File: config.mk
export PLATFORM = sky130hd
export DESIGN_NAME = packet_tx_arbiter_flat
export DESIGN_NICKNAME = d
export VERILOG_FILES = /design/src/rtl/packet_tx_arbiter_if.sv /design/src/rtl/packet_tx_arbiter.sv /design/src/flat_wrapper.sv
export SDC_FILE = /design/constraint.sdc
export NUM_CORES = 1
export LEC_CHECK = 0
export ABC_AREA = 1
export BUFFER_PORTS_ARGS = -buffer_cell sky130_fd_sc_hd__clkbuf_2
export CAP_MARGIN = 10
export CORE_MARGIN = 8
export CORE_UTILIZATION = 40
export CTS_CLUSTER_DIAMETER = 60
export DETAILED_ROUTE_END_ITERATION = 12
export GPL_ROUTABILITY_DRIVEN = 0
export PLACE_DENSITY_LB_ADDON = 0.05
export SLEW_MARGIN = 25
export SYNTH_ARGS = -nofsm -noshare
export SYNTH_HDL_FRONTEND = slang
export SYNTH_SLANG_ARGS = --single-unit
File: constraint.sdc
create_clock -name clk -period 2.29 [get_ports clk]
set_input_delay 0.5725 -clock clk [delete_from_list [all_inputs] [get_ports clk]]
set_output_delay 0.5725 -clock clk [all_outputs]
set_load 0.01 [all_outputs]
File: src/rtl/packet_tx_arbiter_if.sv
// Packet source / TX path handshake bundle for packet_tx_arbiter.
// The slave side is the arbiter. The master side is the environment
// (source FIFOs plus the downstream TX FIFO).
interface packet_tx_arbiter_if #(
    parameter int NUM_SOURCES = 2,
    parameter int WORD_SIZE   = 64
);
    logic [NUM_SOURCES-1:0]           in_nempty;
    logic [NUM_SOURCES-1:0]           in_pop;
    logic [NUM_SOURCES*WORD_SIZE-1:0] in_data;
    logic [NUM_SOURCES-1:0]           in_end;
    logic                             out_pop;
    logic                             out_nempty;
    logic [WORD_SIZE-1:0]             out_data;
    logic                             out_end;

    modport master (
        output in_nempty, in_data, in_end, out_pop,
        input  in_pop, out_nempty, out_data, out_end
    );

    modport slave (
        input  in_nempty, in_data, in_end, out_pop,
        output in_pop, out_nempty, out_data, out_end
    );
endinterface

File: src/rtl/packet_tx_arbiter.sv
// Packet-granular round-robin arbiter feeding one TX packet path.
// A packet is never interleaved with another one. A word-count watchdog
// force-ends any packet longer than MAX_PACKET_WORDS. The leftover words
// of that source then compete again as a fresh packet.
module packet_tx_arbiter #(
    parameter int NUM_SOURCES      = 2,
    parameter int WORD_SIZE        = 64,
    parameter int MAX_PACKET_WORDS = 4096,
    parameter int GRANT_BITS       = 3
) (
    input  logic                  clk,
    input  logic                  rst,
    packet_tx_arbiter_if.slave    bus,
    output logic [GRANT_BITS-1:0] grant,
    output logic                  busy,
    output logic [15:0]           trunc_count
);
    // Counter only needs to reach MAX_PACKET_WORDS-1.
    localparam int CNT_W = (MAX_PACKET_WORDS > 2) ? $clog2(MAX_PACKET_WORDS) : 1;
    localparam logic [CNT_W-1:0]      CNT_LIMIT = CNT_W'(MAX_PACKET_WORDS - 1);
    localparam logic [GRANT_BITS-1:0] GRANT_RST = GRANT_BITS'(NUM_SOURCES - 1);

    typedef enum logic {IDLE, PASS} state_t;

    state_t                 state, state_nxt;
    logic [CNT_W-1:0]       cnt;
    logic                   pick_vld;
    logic [GRANT_BITS-1:0]  pick_idx;
    logic                   cur_nempty;
    logic                   cur_end;
    logic [WORD_SIZE-1:0]   cur_data;
    logic                   can_load;
    logic                   load;
    logic                   at_limit;
    logic                   pkt_last;

    // Round-robin pick: the first requester after grant, with grant itself last.
    always_comb begin
        pick_vld = 1'b0;
        pick_idx = grant;
        for (int k = 1; k <= NUM_SOURCES; k++) begin
            for (int j = 0; j < NUM_SOURCES; j++) begin
                if (!pick_vld && bus.in_nempty[j] &&
                    (j == (int'(grant) + k) % NUM_SOURCES)) begin
                    pick_vld = 1'b1;
                    pick_idx = GRANT_BITS'(j);
                end
            end
        end
    end

    // Mux the granted source's FIFO head.
    always_comb begin
        cur_nempty = 1'b0;
        cur_end    = 1'b0;
        cur_data   = '0;
        for (int j = 0; j < NUM_SOURCES; j++) begin
            if (grant == GRANT_BITS'(j)) begin
                cur_nempty = bus.in_nempty[j];
                cur_end    = bus.in_end[j];
                cur_data   = bus.in_data[j*WORD_SIZE +: WORD_SIZE];
            end
        end
    end

    // Transfer qualifiers. The output register can take a word when it is
    // empty or is being drained in the same cycle.
    always_comb begin
        can_load = !bus.out_nempty || bus.out_pop;
        load     = (state == PASS) && cur_nempty && can_load;
        at_limit = (cnt == CNT_LIMIT);
        pkt_last = cur_end || at_limit;
        for (int j = 0; j < NUM_SOURCES; j++)
            bus.in_pop[j] = load && (grant == GRANT_BITS'(j));
    end

    // Next-state logic: arbitrate in IDLE, stay in PASS until the packet ends.
    always_comb begin
        state_nxt = state;
        case (state)
            IDLE: if (pick_vld) state_nxt = PASS;
            PASS: if (load && pkt_last) state_nxt = IDLE;
            default: state_nxt = IDLE;
        endcase
    end

    // State, grant and per-packet word counter.
    always_ff @(posedge clk) begin
        if (rst) begin
            state <= IDLE;
            grant <= GRANT_RST;
            cnt   <= '0;
        end else begin
            state <= state_nxt;
            if (state == IDLE && pick_vld) begin
                grant <= pick_idx;
                cnt   <= '0;
            end else if (load) begin
                cnt <= cnt + 1'b1;
            end
        end
    end

    // Single-entry output register with FIFO semantics.
    always_ff @(posedge clk) begin
        if (rst) begin
            bus.out_nempty <= 1'b0;
            bus.out_data   <= '0;
            bus.out_end    <= 1'b0;
        end else if (load) begin
            bus.out_nempty <= 1'b1;
            bus.out_data   <= cur_data;
            bus.out_end    <= pkt_last;
        end else if (bus.out_pop) begin
            bus.out_nempty <= 1'b0;
        end
    end

    // Count packets cut by the watchdog. The count saturates at all-ones.
    always_ff @(posedge clk) begin
        if (rst)
            trunc_count <= '0;
        else if (load && at_limit && !cur_end && trunc_count != 16'hFFFF)
            trunc_count <= trunc_count + 16'd1;
    end

    assign busy = (state == PASS);

endmodule

File: src/flat_wrapper.sv
// flat-port wrapper written by rule: the top's interface ports become plain ports
module packet_tx_arbiter_flat 
#(
    parameter int NUM_SOURCES      = 2,
    parameter int WORD_SIZE        = 64,
    parameter int MAX_PACKET_WORDS = 4096,
    parameter int GRANT_BITS       = 3
)
  (clk, rst, grant, busy, trunc_count, bus_in_nempty, bus_in_data, bus_in_end, bus_out_pop, bus_in_pop, bus_out_nempty, bus_out_data, bus_out_end);
  packet_tx_arbiter_if #(.NUM_SOURCES(NUM_SOURCES), .WORD_SIZE(WORD_SIZE)) bus_i ();
  input  logic clk;
  input  logic rst;
  output logic [GRANT_BITS-1:0] grant;
  output logic busy;
  output logic [15:0] trunc_count;
  input wire logic [$bits(bus_i.in_nempty)-1:0] bus_in_nempty;
  input wire logic [$bits(bus_i.in_data)-1:0] bus_in_data;
  input wire logic [$bits(bus_i.in_end)-1:0] bus_in_end;
  input wire logic [$bits(bus_i.out_pop)-1:0] bus_out_pop;
  output wire logic [$bits(bus_i.in_pop)-1:0] bus_in_pop;
  output wire logic [$bits(bus_i.out_nempty)-1:0] bus_out_nempty;
  output wire logic [$bits(bus_i.out_data)-1:0] bus_out_data;
  output wire logic [$bits(bus_i.out_end)-1:0] bus_out_end;
  assign bus_i.in_nempty = bus_in_nempty;
  assign bus_i.in_data = bus_in_data;
  assign bus_i.in_end = bus_in_end;
  assign bus_i.out_pop = bus_out_pop;
  assign bus_in_pop = bus_i.in_pop;
  assign bus_out_nempty = bus_i.out_nempty;
  assign bus_out_data = bus_i.out_data;
  assign bus_out_end = bus_i.out_end;
  packet_tx_arbiter #(.NUM_SOURCES(NUM_SOURCES), .WORD_SIZE(WORD_SIZE), .MAX_PACKET_WORDS(MAX_PACKET_WORDS), .GRANT_BITS(GRANT_BITS)) u_core (.clk(clk), .rst(rst), .bus(bus_i), .grant(grant), .busy(busy), .trunc_count(trunc_count));
endmodule
==> results.txt, run 1 <==
fill count - 1101
final net count - 967
Setup CP Type - reg -> out
Final Setup Violations - 0
die area - 14700 um^2
Synth Area in XOR/XNOR - 2.372%
count leader, synth - nand2_1
Clk pin slew, worst setup/hold paths - 0.09 ns
CTS tree - done
DP Worst Slack - 0.1873 ns
remaining antenna violation count - 0
Iter 0 DRT Violations - 237
ys async rst share - 0%
largest cells by area after synthesis - dfxtp_1, nand2_1, a31oi_1, a21oi_1, buf_4
Mapped Area - 4430 um^2
top cells by count, synth - nand2_1, dfxtp_1, a31oi_1, nor2_1, a21oi_1
Synth Area in Compound Gates - 13.44%
routed wire length - 14.90 mm
largest net degree at the start of global routing - 65
CTS buffer count - 9
vias in the first global route - 4917
Syn Area/Cell - 7.089 um^2
Sink Count - 96
hold depth - 3
HP Start - bus_in_data[61]
FF-to-FF path depth - 8
crit end category - output pin
Vias - 4817
synth warn - 0
crit path DAT - 1.56 ns
initial core utilization - 40.87%
aggregate global routing overflow - 0
Vias/cell - 4.946
HP Class - in -> reg
Tcrit/Tclk final - 93.06%
Tmin final - 2.131 ns
max-slew violations - 0
Register Area - 1926 um^2
R2R Path Start - u_core.cnt[0]
Worst-Margin Slew - 0.6335 ns
PD cells - 600.9 nW/um^2
Top FF cell, synth - dfxtp_1
Die Ht - 121.2 um
Unique masters post-synth - 33
Area Growth Syn to Fin - 30.75%
Die Wd - 121.2 um
main combinational cell family by area after synthesis - simple AND/OR/NAND/NOR gates
Worst Hold End - u_core.bus.out_data[61]
num ports - 223
Non-Filler Instances - 974
layout cell share with drive strength beyond 1 - 30.94%
DR DRC count - 0
Final Skew - 0.008970 ns
n_diodes - 0
WL per Instance - 15.30 um
FMAX - 469.3 MHz
status - complete, no violations
Post-Place Cells - 958
setup ws final - 0.1590 ns
Rel. slew slack - 57.77%
drt pass-1 iters - 4
Post-Synth Simple-Gate Area - 33.13%
maximum VDD drop - 0.2672 mV
Yosys top cell by area - dfxtp_1
Final TNS setup - 0 ns
post-cts hold buffer count - 0
CP Data Required Time - 1.72 ns
Synth top area share - 43.38%
multi-input logic area - 2211 um^2
first-pass GRT wire length - 24.64 mm
core footprint - 10840 um^2
synthesized flop and latch total - 96
Critical Path Fanout Max - 12
post-synthesis adder-cell area fraction - 0.5648%
Worst R2R End - u_core.trunc_count[9]
Total GRT Usage - 20.45%
worst hold slack - 0.4497 ns
RSZ-0062 raised after global routing - false
I/O Buffers - 220
Synth Instances - 625
H-Tree Depth - 3
register area share after synthesis - 43.38%
R2R Setup Slk - 0.29 ns
# rows - 38
mux cell area share after synthesis - 0%
initial antenna violation count - 0
hpwl dp - 11.31 mm
Worst-Skew Late Latency - 0.36 ns
final hold vios - 0
CP startpoint kind - flop
Max Cap Viol - 0
Pleak - 2.448 nW
number of synthesized flops with an enable pin - 0
Max Buffers Root-to-Sink - 2
CTS Root Cell - clkbuf_8
[worst max-delay path: stages (launching register included)]
cell and delay, ns:
dfxtp_4 0.40, inv_2 0.07, nand2_1 0.05, nand2_1 0.10
nand3_4 0.20, nor2_4 0.22, clkbuf_2 0.17
[cell usage in the layout (no fill, tap or decap), drive strengths merged, types with 2 or more instances in the layout]
cell type,count
xor2,5
a21oi,25
o21ai,4
a211oi,3
buf,9
nor3,4
ha,2
nand3,17
xnor2,7
a31oi,64
nor2,35
or2,2
nand4,11
inv,25
clkbuf,233
nand2,282
dfxtp,96
conb,2
[power breakdown]
part | internal (mW) | switching (mW) | leakage, nW
sequential | 1.75 | 0.0532 | 0.779
clock | 0.590 | 0.579 | 0.102
combinational | 0.219 | 0.292 | 1.57
[logic make-up after synthesis]
family | count (synthesis)
AOI/OAI and AO/OA | 99
xor gates and xnor gates | 12
adders and majority gates | 2
buffers and inverters | 61
DFF | 96
other | 1
and+or+nand+nor | 354
[what timing repair did]
item                       in CTS  in global routing
setup endpoints to repair       2                  1
pin swaps                       0                  0
buffers inserted                1                  0
gates resized for setup         1                  1
[final cells by class]
class,instances,area share (%)
multi-input cells,469,38.16
flip-flops and latches,96,33.24
repair buffers,229,20.39
well taps,140,3.024
clock buffers,13,2.916
inverters,25,1.620
clock inverters,2,0.6479
[sequential cells by signal, summed over array words and instances (netlist names)]
name,flops
u_core.bus.out_data,64
u_core.trunc_count,16
u_core.cnt,12
u_core.bus.out_end,1
u_core.bus.out_nempty,1
u_core.busy,1
u_core.grant,1
[worst max path at each step]
stage	cells after the start	slack, ns	from	endpoint
after floorplan	6	0.45	bus_out_pop	bus_in_pop[0]
after global placement	7	0.21	u_core.grant[0]	u_core.cnt[6]
after detailed placement	7	0.19	u_core.grant[0]	u_core.cnt[6]
after CTS	5	0.06	u_core.grant[0]	bus_in_pop[0]
after global routing	6	0.01	u_core.grant[0]	bus_in_pop[0]
final	6	0.16	u_core.grant[0]	bus_in_pop[0]
[through the flow]
step / instance area, um^2 / power [mW] / util, %
final: 5793 / 3.481 / 53.44
after global routing: 5793 / 3.664 / 53.44
after CTS: 5791 / 3.532 / 53.42
after detailed placement: 5575 / 2.356 / 51.43
after global placement: 5575 / 2.349 / 51.43
after floorplan: 4434 / 2.095 / -
[metal layers]
layer,part of all wire [%],track usage [%],wire length (um),vias up
met5,0,0,0,-
met4,1.5,5.783,222,0
met3,9.3,7.399,1385,17
met2,48,33.37,7085,174
met1,42,24.82,6207,2174
li1,-,-,-,2452
(Power assumes the default switching activity.)
==> inputs of run 2 (changes only) <==
--- a/config.mk
+++ b/config.mk
@@ -14,6 +14,7 @@
 export DETAILED_ROUTE_END_ITERATION = 12
 export GPL_ROUTABILITY_DRIVEN = 0
 export PLACE_DENSITY_LB_ADDON = 0.05
+export RECOVER_POWER = 100
 export SLEW_MARGIN = 25
 export SYNTH_ARGS = -nofsm -noshare
 export SYNTH_HDL_FRONTEND = slang
==> run 2 against run 1 <==
- hold slack got worse by 0.0016 ns
- sequential power about the same
- core utilization decreased by 1.2 points
- first-iteration DRC count increased by 10%
- total power decreased by 0.48%
- worst setup slack improved by 0.037 ns
- highest routed layer unchanged
==> results.txt, run 2 (same netlist as run 1, synthesis figures left out) <==
HP Class - in -> reg
GR Util met3 - 7.399%
Max Cap Viol - 0
global routing usage on met2 - 33.37%
maximum VDD drop - 0.2665 mV
FF-to-FF path depth - 7
Worst-Margin Slew - 1.247 ns
Post-Place Cells - 958
CTS tree - done
core footprint - 10840 um^2
Die Ht - 121.2 um
I/O Buffers - 220
Worst R2R End - u_core.cnt[6]
crit path DAT - 1.52 ns
aggregate global routing overflow - 0
largest reg by FF count - u_core.bus.out_data
CTS Root Cell - clkbuf_8
drt pass-1 iters - 5
CP Data Required Time - 1.72 ns
largest net degree at the start of global routing - 65
crit end category - output pin
Final TNS setup - 0 ns
Setup CP Type - reg -> out
# rows - 38
Pleak - 2.156 nW
RSZ-0062 raised after global routing - false
post-cts hold buffer count - 0
max reg flops - 64
FMAX - 477.6 MHz
total power - 3.464 mW
Worst Hold End - u_core.bus.out_data[37]
max-slew violations - 0
hold depth - 3
WL per Instance - 15.38 um
Die Wd - 121.2 um
Max Buffers Root-to-Sink - 2
most common cell after layout, fill and taps aside - nand2_1
Tcrit/Tclk final - 91.43%
Non-Filler Instances - 974
Rel. slew slack - 16.85%
vias in the first global route - 4917
R2R Setup Slk - 0.23 ns
DR DRC count - 0
initial core utilization - 40.87%
first-pass GRT wire length - 24.64 mm
remaining antenna violation count - 0
most frequent cells in the layout - nand2_1, clkbuf_2, dfxtp_1
Total GRT Usage - 20.45%
Worst-Skew Late Latency - 0.36 ns
layout cell share with drive strength beyond 1 - 20.86%
Iter 0 DRT Violations - 261
H-Tree Depth - 3
Vias - 4820
Register Area - 1926 um^2
final hold vios - 0
CP startpoint kind - flop
routed wire length - 14.98 mm
multi-input logic area - 2206 um^2
num ports - 223
met1 Resource Use GR - 24.82%
top flop regs - u_core.bus.out_data x64, u_core.trunc_count x16, u_core.cnt x12
Critical Path Fanout Max - 12
grt peak-use layer - met2
fill count - 1160
initial antenna violation count - 0
final net count - 967
n_diodes - 0
HP Start - bus_in_data[101]
die area - 14700 um^2
CTS buffer count - 9
Sink Count - 96
R2R Path Start - u_core.grant[0]
Vias/cell - 4.949
Clk pin slew, worst setup/hold paths - 0.09 ns
Tmin final - 2.094 ns
status - complete, no violations
Final Setup Violations - 0
Final Skew - 0.009142 ns
hpwl dp - 11.31 mm
PD cells - 611.5 nW/um^2
Area Growth Syn to Fin - 27.87%
-- run 2: changes by cell type in the layout (fill, tap and decap cells not counted) --
cell      previous run  this run
buf_12               1         0
buf_2                0         1
buf_4                8         7
clkbuf_1             1        85
clkbuf_2           220       137
nor2_2               2         3
nor2_4               5         4
-- run 2: repair_timing --
action                                 CTS  global route
buffers inserted                         1             0
setup endpoints to repair                2             1
gates cloned                             0             0
gates resized for setup                  1             1
endpoints found under the hold margin    0             0
-- run 2: worst max path at each step --
stage / startpoint / depth (start not counted) / to / slack (ns)
global placement: u_core.grant[0] / 7 / u_core.cnt[6] / 0.21
detailed placement: u_core.grant[0] / 7 / u_core.cnt[6] / 0.19
floorplan: bus_out_pop / 6 / bus_in_pop[0] / 0.45
CTS: u_core.grant[0] / 5 / bus_in_pop[0] / 0.06
global route: u_core.grant[0] / 7 / u_core.cnt[4] / 0.03
finish: u_core.grant[0] / 6 / bus_in_pop[0] / 0.20
-- run 2: power by group --
group / switching (mW) / internal, mW
logic: 0.292 / 0.197
clock network: 0.584 / 0.590
registers: 0.0525 / 1.75
-- run 2: layer usage --
metal  vias up  wire, um
li1       2450         -
met1      2184      6406
met2       171      7017
met3        15      1349
met4         0       208
met5         -         0
-- run 2: stage by stage --
step / utilization [%] / cell area, um^2 / hold slack [ns] / worst slack [ns]
final: 52.26 / 5665 / 0.4481 / 0.1962
after global routing: 52.26 / 5665 / 0.4328 / 0.02975
after CTS: 53.42 / 5791 / 0.4269 / 0.05656
after detailed placement: 51.43 / 5575 / 0.4761 / 0.1873
after global placement: 51.43 / 5575 / 0.4766 / 0.2122
after floorplan: - / 4434 / 0.4657 / 0.4503
-- run 2: cell type report --
cell class,count,area share (%)
Clock buffer,13,2.981
Clock inverter,2,0.6625
Inverter,25,1.656
Multi-Input combinational cell,469,38.94
Sequential cell,96,33.99
Tap cell,140,3.092
Timing Repair Buffer,229,18.68
-- run 2: critical path, stage by stage, from the launching register on --
cell      delay (ns)
dfxtp_4         0.40
inv_2           0.08
nand2_1         0.05
nand2_1         0.10
nand3_4         0.19
nor2_4          0.18
clkbuf_1        0.18
